[config.mk]
export PLATFORM = sky130hd
export DESIGN_NAME = trig_coax_tx
export DESIGN_NICKNAME = d
export VERILOG_FILES = /design/src/rtl/trig_tx_pkg.sv /design/src/rtl/trig_tx_lane.sv /design/src/rtl/trig_coax_tx.sv
export SDC_FILE = /design/constraint.sdc
export NUM_CORES = 1
export LEC_CHECK = 0
export CAP_MARGIN = 20
export CORE_ASPECT_RATIO = 0.5
export CORE_MARGIN = 2
export CORE_UTILIZATION = 30
export CTS_CLUSTER_SIZE = 12
export DETAILED_ROUTE_END_ITERATION = 8
export SETUP_SLACK_MARGIN = 0.05
export SLEW_MARGIN = 20
export SYNTH_ARGS = -nofsm -noshare
export SYNTH_HDL_FRONTEND = slang
export SYNTH_HIERARCHICAL = 1
export SYNTH_SLANG_ARGS = --single-unit
[constraint.sdc]
create_clock -name clk -period 12.25 [get_ports clk]
set_input_delay 2.45 -clock clk [delete_from_list [all_inputs] [get_ports clk]]
set_output_delay 2.45 -clock clk [all_outputs]
set_load 0.01 [all_outputs]
[src/rtl/trig_tx_pkg.sv]
// Shared types, defaults and helpers for the coax trigger transmitter.
package trig_tx_pkg;

  typedef enum logic [1:0] {
    RUN   = 2'd0,
    QUIET = 2'd1,
    SYNC  = 2'd2
  } tx_state_e;

  localparam int DEF_NCH         = 4;
  localparam int DEF_TX_PHASE    = 0;
  localparam int DEF_QUIET_TICKS = 220;
  localparam int DEF_SYNC_PULSES = 64;
  localparam int DEF_HOLD_TICKS  = 16;

  // Add a small per-cycle increment to the drop counter, pinning at all-ones.
  function automatic logic [15:0] sat_add16(input logic [15:0] a, input logic [7:0] b);
    logic [16:0] sum;
    sum = {1'b0, a} + {9'd0, b};
    return sum[16] ? 16'hFFFF : sum[15:0];
  endfunction

endpackage

[src/rtl/trig_tx_lane.sv]
// One trigger channel: pending latch, re-arm holdoff, rising-edge detect,
// and the fire / drop indications consumed by the top level.
module trig_tx_lane
  import trig_tx_pkg::*;
#(
  parameter int HOLD_TICKS = DEF_HOLD_TICKS
) (
  input  logic clk,
  input  logic nrst,
  input  logic i_trig,       // level trigger request
  input  logic i_run,        // normal running; low flushes the lane
  input  logic i_tx_edge,    // this edge is the launch slot
  output logic o_fire,       // launch a pulse on this edge
  output logic o_drop_rise,  // a new request was lost this edge
  output logic o_drop_pend   // a pending request was discarded this edge
);

  localparam int HW = (HOLD_TICKS > 0) ? $clog2(HOLD_TICKS + 1) : 1;

  logic          r_trig_d;
  logic          r_pending;
  logic [HW-1:0] r_holdoff;

  logic w_rise;
  logic w_armed;
  logic w_fire;

  assign w_rise  = i_trig & ~r_trig_d;
  assign w_armed = (r_holdoff == '0);
  assign w_fire  = i_run & i_tx_edge & (r_pending | (i_trig & w_armed));

  // Outside normal running every new edge is lost; in running only edges
  // that land inside the holdoff window are lost.
  assign o_fire      = w_fire;
  assign o_drop_rise = w_rise & (~i_run | ~w_armed);
  assign o_drop_pend = ~i_run & r_pending;

  // Pending latch, holdoff countdown and edge-detect history.
  always_ff @(posedge clk or negedge nrst) begin
    if (!nrst) begin
      r_trig_d  <= 1'b0;
      r_pending <= 1'b0;
      r_holdoff <= '0;
    end else begin
      r_trig_d <= i_trig;
      if (!i_run) begin
        r_pending <= 1'b0;
        r_holdoff <= '0;
      end else begin
        if (i_tx_edge) begin
          r_pending <= 1'b0;
        end else if (i_trig && w_armed) begin
          r_pending <= 1'b1;
        end
        if (w_fire) begin
          r_holdoff <= HW'(HOLD_TICKS);
        end else if (!w_armed) begin
          r_holdoff <= r_holdoff - 1'b1;
        end
      end
    end
  end

endmodule

[src/rtl/trig_coax_tx.sv]
// Coax trigger transmitter: phase-aligned trigger pulses in normal running,
// quiet gap plus sync burst on a calibration request, saturating drop count.
module trig_coax_tx
  import trig_tx_pkg::*;
#(
  parameter int NCH         = DEF_NCH,
  parameter int TX_PHASE    = DEF_TX_PHASE,
  parameter int QUIET_TICKS = DEF_QUIET_TICKS,
  parameter int SYNC_PULSES = DEF_SYNC_PULSES,
  parameter int HOLD_TICKS  = DEF_HOLD_TICKS
) (
  input  logic             clk,
  input  logic             nrst,
  input  logic [NCH-1:0]   trig_in,
  input  logic             sync_start,
  output logic [NCH-1:0]   coax_out,
  output logic             busy,
  output logic             sync_done,
  output logic [15:0]      dropped_cnt,
  output logic [1:0]       phase
);

  tx_state_e      r_state;
  tx_state_e      w_state_next;
  logic [1:0]     r_phase;
  logic           r_sync_d;
  logic           r_sync_edge;
  logic [15:0]    r_quiet;
  logic [15:0]    w_quiet_next;
  logic [15:0]    r_pulse;
  logic [15:0]    w_pulse_next;
  logic [NCH-1:0] r_coax;
  logic [NCH-1:0] w_coax_next;
  logic           r_sync_done;
  logic           w_sync_done_next;
  logic [15:0]    r_dropped;
  logic [7:0]     w_drop_inc;

  logic           w_tx_edge;
  logic           w_lane_run;
  logic [NCH-1:0] w_fire;
  logic [NCH-1:0] w_drop_rise;
  logic [NCH-1:0] w_drop_pend;

  assign w_tx_edge = (r_phase == 2'(TX_PHASE));
  // The edge that leaves RUN already flushes the lanes so a pending request
  // is counted as dropped rather than launched.
  assign w_lane_run = (r_state == RUN) && !r_sync_edge;

  genvar gi;
  generate
    for (gi = 0; gi < NCH; gi++) begin : g_lane
      trig_tx_lane #(
        .HOLD_TICKS(HOLD_TICKS)
      ) u_lane (
        .clk         (clk),
        .nrst        (nrst),
        .i_trig      (trig_in[gi]),
        .i_run       (w_lane_run),
        .i_tx_edge   (w_tx_edge),
        .o_fire      (w_fire[gi]),
        .o_drop_rise (w_drop_rise[gi]),
        .o_drop_pend (w_drop_pend[gi])
      );
    end
  endgenerate

  // Free-running 4-phase slot counter.
  always_ff @(posedge clk or negedge nrst) begin
    if (!nrst) r_phase <= 2'd0;
    else       r_phase <= r_phase + 2'd1;
  end

  // Registered rising-edge detect of the calibration request.
  always_ff @(posedge clk or negedge nrst) begin
    if (!nrst) begin
      r_sync_d    <= 1'b0;
      r_sync_edge <= 1'b0;
    end else begin
      r_sync_d    <= sync_start;
      r_sync_edge <= sync_start & ~r_sync_d;
    end
  end

  // Next state, counters and coax drive for the calibration sequencer.
  always_comb begin
    w_state_next     = r_state;
    w_quiet_next     = r_quiet;
    w_pulse_next     = r_pulse;
    w_coax_next      = '0;
    w_sync_done_next = 1'b0;
    case (r_state)
      RUN: begin
        w_coax_next = w_fire;
        if (r_sync_edge) begin
          w_state_next = QUIET;
          w_quiet_next = 16'(QUIET_TICKS);
        end
      end
      QUIET: begin
        if (r_quiet <= 16'd1) begin
          w_state_next = SYNC;
          w_quiet_next = 16'd0;
          w_pulse_next = 16'(SYNC_PULSES);
        end else begin
          w_quiet_next = r_quiet - 16'd1;
        end
      end
      SYNC: begin
        if (r_pulse == 16'd0) begin
          w_state_next     = RUN;
          w_sync_done_next = 1'b1;
        end else if (w_tx_edge) begin
          w_coax_next  = '1;
          w_pulse_next = r_pulse - 16'd1;
        end
      end
      default: w_state_next = RUN;
    endcase
  end

  // Count of requests lost this cycle across all lanes.
  always_comb begin
    w_drop_inc = 8'd0;
    for (int i = 0; i < NCH; i++) begin
      w_drop_inc = w_drop_inc + 8'(w_drop_rise[i]) + 8'(w_drop_pend[i]);
    end
  end

  // Sequencer state and its counters.
  always_ff @(posedge clk or negedge nrst) begin
    if (!nrst) begin
      r_state <= RUN;
      r_quiet <= 16'd0;
      r_pulse <= 16'd0;
    end else begin
      r_state <= w_state_next;
      r_quiet <= w_quiet_next;
      r_pulse <= w_pulse_next;
    end
  end

  // Registered outputs and the saturating drop counter.
  always_ff @(posedge clk or negedge nrst) begin
    if (!nrst) begin
      r_coax      <= '0;
      r_sync_done <= 1'b0;
      r_dropped   <= 16'd0;
    end else begin
      r_coax      <= w_coax_next;
      r_sync_done <= w_sync_done_next;
      r_dropped   <= sat_add16(r_dropped, w_drop_inc);
    end
  end

  assign coax_out    = r_coax;
  assign busy        = (r_state != RUN);
  assign sync_done   = r_sync_done;
  assign dropped_cnt = r_dropped;
  assign phase       = r_phase;

endmodule

==> out/metrics.cfg, run 1 <==
[run]
drv_cap = 0

[clocking]
hold_buffers = 0
cts_max_level = 3
ctsResizeCount = 0
path_clk_slew_ps = 60
root_buffer = clkbuf_16
cts_setup_buffers = 0
cts_sinks = 87
cts_tree = done
cts_buffers = 9
clk_latency_ps = 330
cts.path.max_buffers = 2

[timing]
setup_viol_count_final = 0
fmax_mhz = 155
setup_tns_ps = 0
worst_slew_pin_slew_ps = 842
fin_crit_sh_pct = 52.8
hold_viol = 0
slew_headroom_pct = 43.9
rsz0062_at_grt = no
hold_ws_ps = 400
min_period_ps = 6470
finalClockSkew_ps = 4.10
report.final.slew_viol_count = 0

[drt]
drt_iter0_markers = 178
drc_errors = 0
viasPerCell = 4.85
avgRoutedWirePerCell_um = 12.9
ant_nets = 0
drt_wl_total_um = 9010
first_pass_iters = 4
vias = 3403

[global_route]
grt_start_max_net_pins = 62
grt_pass1_vias = 3227
grt_pass1_wl_um = 15800
grt_usage_pct = 12.0
overflow = 0
antenna_found_initial = 0

[finish]
synthToLayoutAreaGrowth_pct = 17.0
fin_cells = 701
final_nets = 525
regArea_sq_um = 2180
diodes = 0
fill_cells = 1468
post-route-util_pct = 36.6
drive_gt1_share_pct = 8.95
multi_input_area_sq_um = 2290

[power]
ir_drop_mv = 0.0748
p_total_w = 0.000831
power_density_nw_per_um2 = 154
power_leakage_nw = 2.39

[worst_hold_path]
worstHoldEndpoint = r_sync_edge$_DFF_PN0_
min_from = r_sync_d$_DFF_PN0_
hold_depth = 1
hold_path.class = reg -> reg

[yosys]
synthesis.area_sq_um = 4610
yosysTopAreaCell = dfrtp_1
syn_inst = 464
synth_flop_cell = dfrtp_1
synth_seq_cells = 87
synth-edff-count = 0
seq_area_frac_synth_pct = 47.3
synth.avg_cell_area_sq_um = 9.93
ys_warn_count = 6
synth_fp_nets = 490
yosysTopAreaCellShare_pct = 47.3
synth.top_cells.by_count = 87 x dfrtp_1, 46 x nor2_1, 41 x nand2_1, 27 x inv_1, 25 x a21oi_1
synthTopCellsByArea = dfrtp_1 47%, ha_1 3.8%, nor2_1 3.7%
synth_cell_types = 57
yosysMostFrequentCell = dfrtp_1
ys_async_sr_fraction_pct = 100

[critical_path]
r2r-start = r_state[0]$_DFFE_PN0P_
cp_data_required_time_ps = 12440
worstSetupStartpointType = input port
critPathMaxStageDelay_ps = 570
reg2regPathDepth = 17
worstPathArrival_ps = 6650
crit_path_frequent_cell = fa_1
crit_fanout = 13
path_class = in -> reg
cp.buffers_inverters = 3
r2r_slack_ps = 7270
cp_slowest_cell = clkdlybuf4s50_1
rr_endpoint = dropped_cnt[3]$_DFF_PN0_
end_kind = register
crit_path_cell_trace = clkdlybuf4s50_1 > nand2b_1 > a21oi_1 > fa_1 > inv_1 > fa_1 > fa_1 > fa_1 > inv_1 > fa_1 > a21o_1 > a21oi_1 > nor2_1 > nand3_1 > o21ai_0
crit_family = adder cells

[placed_design]
hpwl_um = 6380
dp_cells = 686
gp_congestion = 0.766
io_buffers = 30

[floorplanning]
start_util_pct = 31.3
die_x_um = 179
die_y_um = 91.6
io_pins = 31
dieArea_sq_um = 16400
num_rows = 31
coreArea_sq_um = 14700

[run_status]
run_status = finished, final reports clean

==> cells by family (layout without fill, tap and decap cells) <==
| family | after synthesis | count (layout) | synth area share [%] |
|---|---|---|---|
| compound gates | 88 | 88 | 12.4 |
| xor+xnor | 23 | 23 | 4.37 |
| fa+ha+maj | 19 | 19 | 5.98 |
| buf+inv | 35 | 74 | 2.96 |
| flops | 87 | 87 | 47.3 |
| mux | 9 | 9 | 2.12 |
| simple gates | 203 | 203 | 24.9 |
==> placed cells by master (no fill, tap or decap), types with 14 or more instances in the layout <==
cell type | Yosys | layout
nand2_1 | 41 | 41
xor2_1 | 14 | 14
o21ai_0 | 19 | 19
nand2b_1 | 19 | 19
clkdlybuf4s50_1 | 0 | 29
inv_1 | 27 | 27
a21oi_1 | 25 | 25
nand3_1 | 16 | 16
dfrtp_1 | 87 | 87
ha_1 | 14 | 14
nor2_1 | 46 | 46
==> power breakdown <==
group / internal [W] / leakage (nW) / switching, W
registers: 0.000329 / 1.16 / 0.0000464
logic: 0.000101 / 1.11 / 0.000110
clock network: 0.000142 / 0.127 / 0.000104
==> layer usage <==
layer | vias up | GRT usage, % | routed length [um]
met5 | - | 0 | 0
met4 | 0 | 4.30 | 157
met3 | 11 | 3.15 | 251
met2 | 30 | 18.5 | 4150
met1 | 1657 | 16.2 | 4450
li1 | 1705 | - | -
==> how the worst max path moves through the flow <==
| stage | to | cells after the start | slack, ps | from |
|---|---|---|---|---|
| after global placement | dropped_cnt[3]$_DFF_PN0_ | 15 | 5490 | trig_in[0] |
| after CTS | dropped_cnt[3]$_DFF_PN0_ | 15 | 5720 | trig_in[0] |
| final | dropped_cnt[3]$_DFF_PN0_ | 15 | 5780 | trig_in[0] |
| after floorplan | dropped_cnt[13]$_DFF_PN0_ | 15 | 6330 | trig_in[0] |
| after detailed placement | dropped_cnt[3]$_DFF_PN0_ | 15 | 5380 | trig_in[0] |
| after global routing | dropped_cnt[3]$_DFF_PN0_ | 15 | 5460 | trig_in[0] |
==> per-stage QoR <==
stage          setup slack [ps]  area [sq um]
2_1_floorplan              6330          4610
5_1_grt                    5460          5390
4_1_cts                    5720          5390
3_3_place_gp               5490          5130
6_report                   5780          5390
3_5_place_dp               5380          5130
==> sequential cells by signal, summed over array words and instances, names as in the netlist <==
register	flops
g_lane.u_lane/r_pending	4
r_quiet	16
sync_done	1
g_lane.u_lane/r_trig_d	4
r_state	2
r_sync_d	1
phase	2
r_pulse	16
dropped_cnt	16
g_lane.u_lane/r_holdoff	20
coax_out	4
r_sync_edge	1
==> area by class of cell <==
type                            count  share of cell area [%]
Multi-Input combinational cell    342                    42.5
Sequential cell                    87                    40.4
Clock buffer                       14                    4.71
Inverter                           27                    1.88
Tap cell                          198                    4.60
Timing Repair Buffer               32                    5.80
Clock inverter                      1                  0.0928
Power figures use the tool's default switching activity.
==> run 2, diff against run 1 <==
- clock period: 12.25 -> 6.6 ns (I/O delays scaled with it)
==> out/metrics.cfg, run 2 (synthesis results as in run 1) <==
[run_status]
run_status = finished, final reports clean

[critical_path]
worstPathArrival_ps = 5520  ; -1130 ps
reg2regPathDepth = 17  ; unchanged
rr_endpoint = dropped_cnt[3]$_DFF_PN0_
path_class = in -> reg
crit_family = adder cells
crit_path_cell_trace = clkdlybuf4s50_1 > nand2b_1 > a21oi_1 > fa_1 > inv_1 > fa_1 > fa_1 > fa_1 > inv_1 > fa_1 > a21o_1 > a21oi_1 > nor2_1 > nand3_1 > o21ai_0
crit_end = dropped_cnt[3]$_DFF_PN0_
r2r-start = r_state[0]$_DFFE_PN0P_
path_depth = 15  ; unchanged
crit_path_frequent_cell = fa_1
cp.buffers_inverters = 3  ; unchanged
worstSetupStartpointType = input port
r2r_slack_ps = 1620  ; -5650 ps
critPathLaunch = trig_in[0]
end_kind = register
crit_fanout = 13  ; unchanged
critPathMaxStageDelay_ps = 570  ; about the same
cp_data_required_time_ps = 6790  ; -5650 ps
cp_slowest_cell = clkdlybuf4s50_1

[global_route]
overflow = 0  ; unchanged
grt_usage_pct = 12.0  ; about the same
grt_pass1_vias = 3235  ; +0.25%
antenna_found_initial = 0  ; unchanged
grt_pass1_wl_um = 15800  ; unchanged
grt_start_max_net_pins = 62  ; unchanged

[finish]
synthToLayoutAreaGrowth_pct = 17.0  ; unchanged
diodes = 0  ; unchanged
final_nets = 525  ; unchanged
fin_cells = 701  ; unchanged
regMostFlops = g_lane.u_lane/r_holdoff
layout_common_cells = 87 x dfrtp_1, 46 x nor2_1, 41 x nand2_1, 29 x clkdlybuf4s50_1, 27 x inv_1
final_common_cell = dfrtp_1
largest_register_ffs = 20  ; unchanged
post-route-util_pct = 36.6  ; unchanged
drive_gt1_share_pct = 8.95  ; unchanged

[clocking]
cts_max_level = 3  ; unchanged
ctsResizeCount = 0  ; unchanged
clk_latency_ps = 330  ; about the same
hold_buffers = 0  ; unchanged
cts_setup_buffers = 0  ; unchanged
cts.path.max_buffers = 2  ; unchanged
path_clk_slew_ps = 60  ; about the same
cts_sinks = 87  ; unchanged
cts_tree = done
cts_buffers = 9  ; unchanged
root_buffer = clkbuf_16

[drt]
drc_errors = 0  ; unchanged
wl_met2_um = 4140  ; about the same
drt_wl_total_um = 9030  ; +0.19%
drt_iter0_markers = 196  ; +10%
met3WireLength_um = 271  ; +8.0%
viasPerCell = 4.86  ; +0.18%
highest_layer = met4
avgRoutedWirePerCell_um = 12.9  ; +0.19%
met1_length_um = 4450  ; about the same
first_pass_iters = 4  ; unchanged
ant_nets = 0  ; unchanged
vias = 3409  ; +0.18%

[power]
p_total_w = 0.00154  ; +86%
power_density_nw_per_um2 = 286  ; +86%
ir_drop_mv = 0.139  ; +86%
power_leakage_nw = 2.39  ; unchanged

[timing]
slew_headroom_pct = 43.9  ; +0.048 points
hold_ws_ps = 400  ; -0.0720 ps
report.final.slew_viol_count = 0  ; unchanged
rsz0062_at_grt = no
setup_tns_ps = 0  ; unchanged
hold_viol = 0  ; unchanged
finalClockSkew_ps = 3.92  ; -0.173 ps
fin_crit_sh_pct = 80.8
fmax_mhz = 187
setup_viol_count_final = 0  ; unchanged
worst_slew_pin_slew_ps = 841  ; -0.721 ps
min_period_ps = 5340

[placed_design]
gp_congestion = 0.766  ; unchanged
hpwl_um = 6390  ; about the same
io_buffers = 30  ; unchanged
dp_cells = 686  ; unchanged

[floorplanning]
coreArea_sq_um = 14700  ; unchanged
num_rows = 31  ; unchanged
die_x_um = 179  ; unchanged
die_y_um = 91.6  ; unchanged
io_pins = 31  ; unchanged
start_util_pct = 31.3  ; unchanged
dieArea_sq_um = 16400  ; unchanged

[worst_hold_path]
hold_path.class = reg -> reg
min_from = r_sync_d$_DFF_PN0_
hold_depth = 1  ; unchanged

[run]
drv_cap = 0  ; unchanged

[run 2: cell counts in the layout (fill, tap and decap cells not counted)]
No cell type changed its count.
[run 2: worst min-delay path by stage]
| stage | end | slack (ps) |
|---|---|---|
| 2_1_floorplan | r_sync_edge$_DFF_PN0_ | 380 |
| 3_3_place_gp | r_sync_edge$_DFF_PN0_ | 390 |
| 3_5_place_dp | r_sync_edge$_DFF_PN0_ | 400 |
| 4_1_cts | r_sync_edge$_DFF_PN0_ | 400 |
| 5_1_grt | r_sync_edge$_DFF_PN0_ | 410 |
| 6_report | r_sync_edge$_DFF_PN0_ | 400 |
[run 2: power breakdown]
group	internal [W]	total (W)	leakage [nW]	switching (W)
clock	0.000263	0.000456	0.127	0.000193
combinational	0.000187	0.000391	1.11	0.000204
sequential	0.000610	0.000696	1.16	0.0000861
total	0.00106	0.00154	2.39	0.000483
[run 2: final cells by class]
class / instances / area [sq um]
fillers: 1473 / 9350
clock buffers: 14 / 254
flip-flops and latches: 87 / 2180
multi-input cells: 342 / 2290
inverters: 27 / 101
repair buffers: 32 / 313
clock inverters: 1 / 5.00
well taps: 198 / 248
[run 2: per-stage QoR]
step,setup WS [ps],cell area (sq um)
2_1_floorplan,1490,4610
3_3_place_gp,965,5130
3_5_place_dp,866,5130
4_1_cts,1200,5390
5_1_grt,948,5390
6_report,1260,5390
[run 2: per-layer routing]
layer,vias to the layer above,track usage [%]
met4,0,4.30
li1,1707,-
met2,35,18.5
met1,1656,16.1
met5,-,0
met3,11,3.15
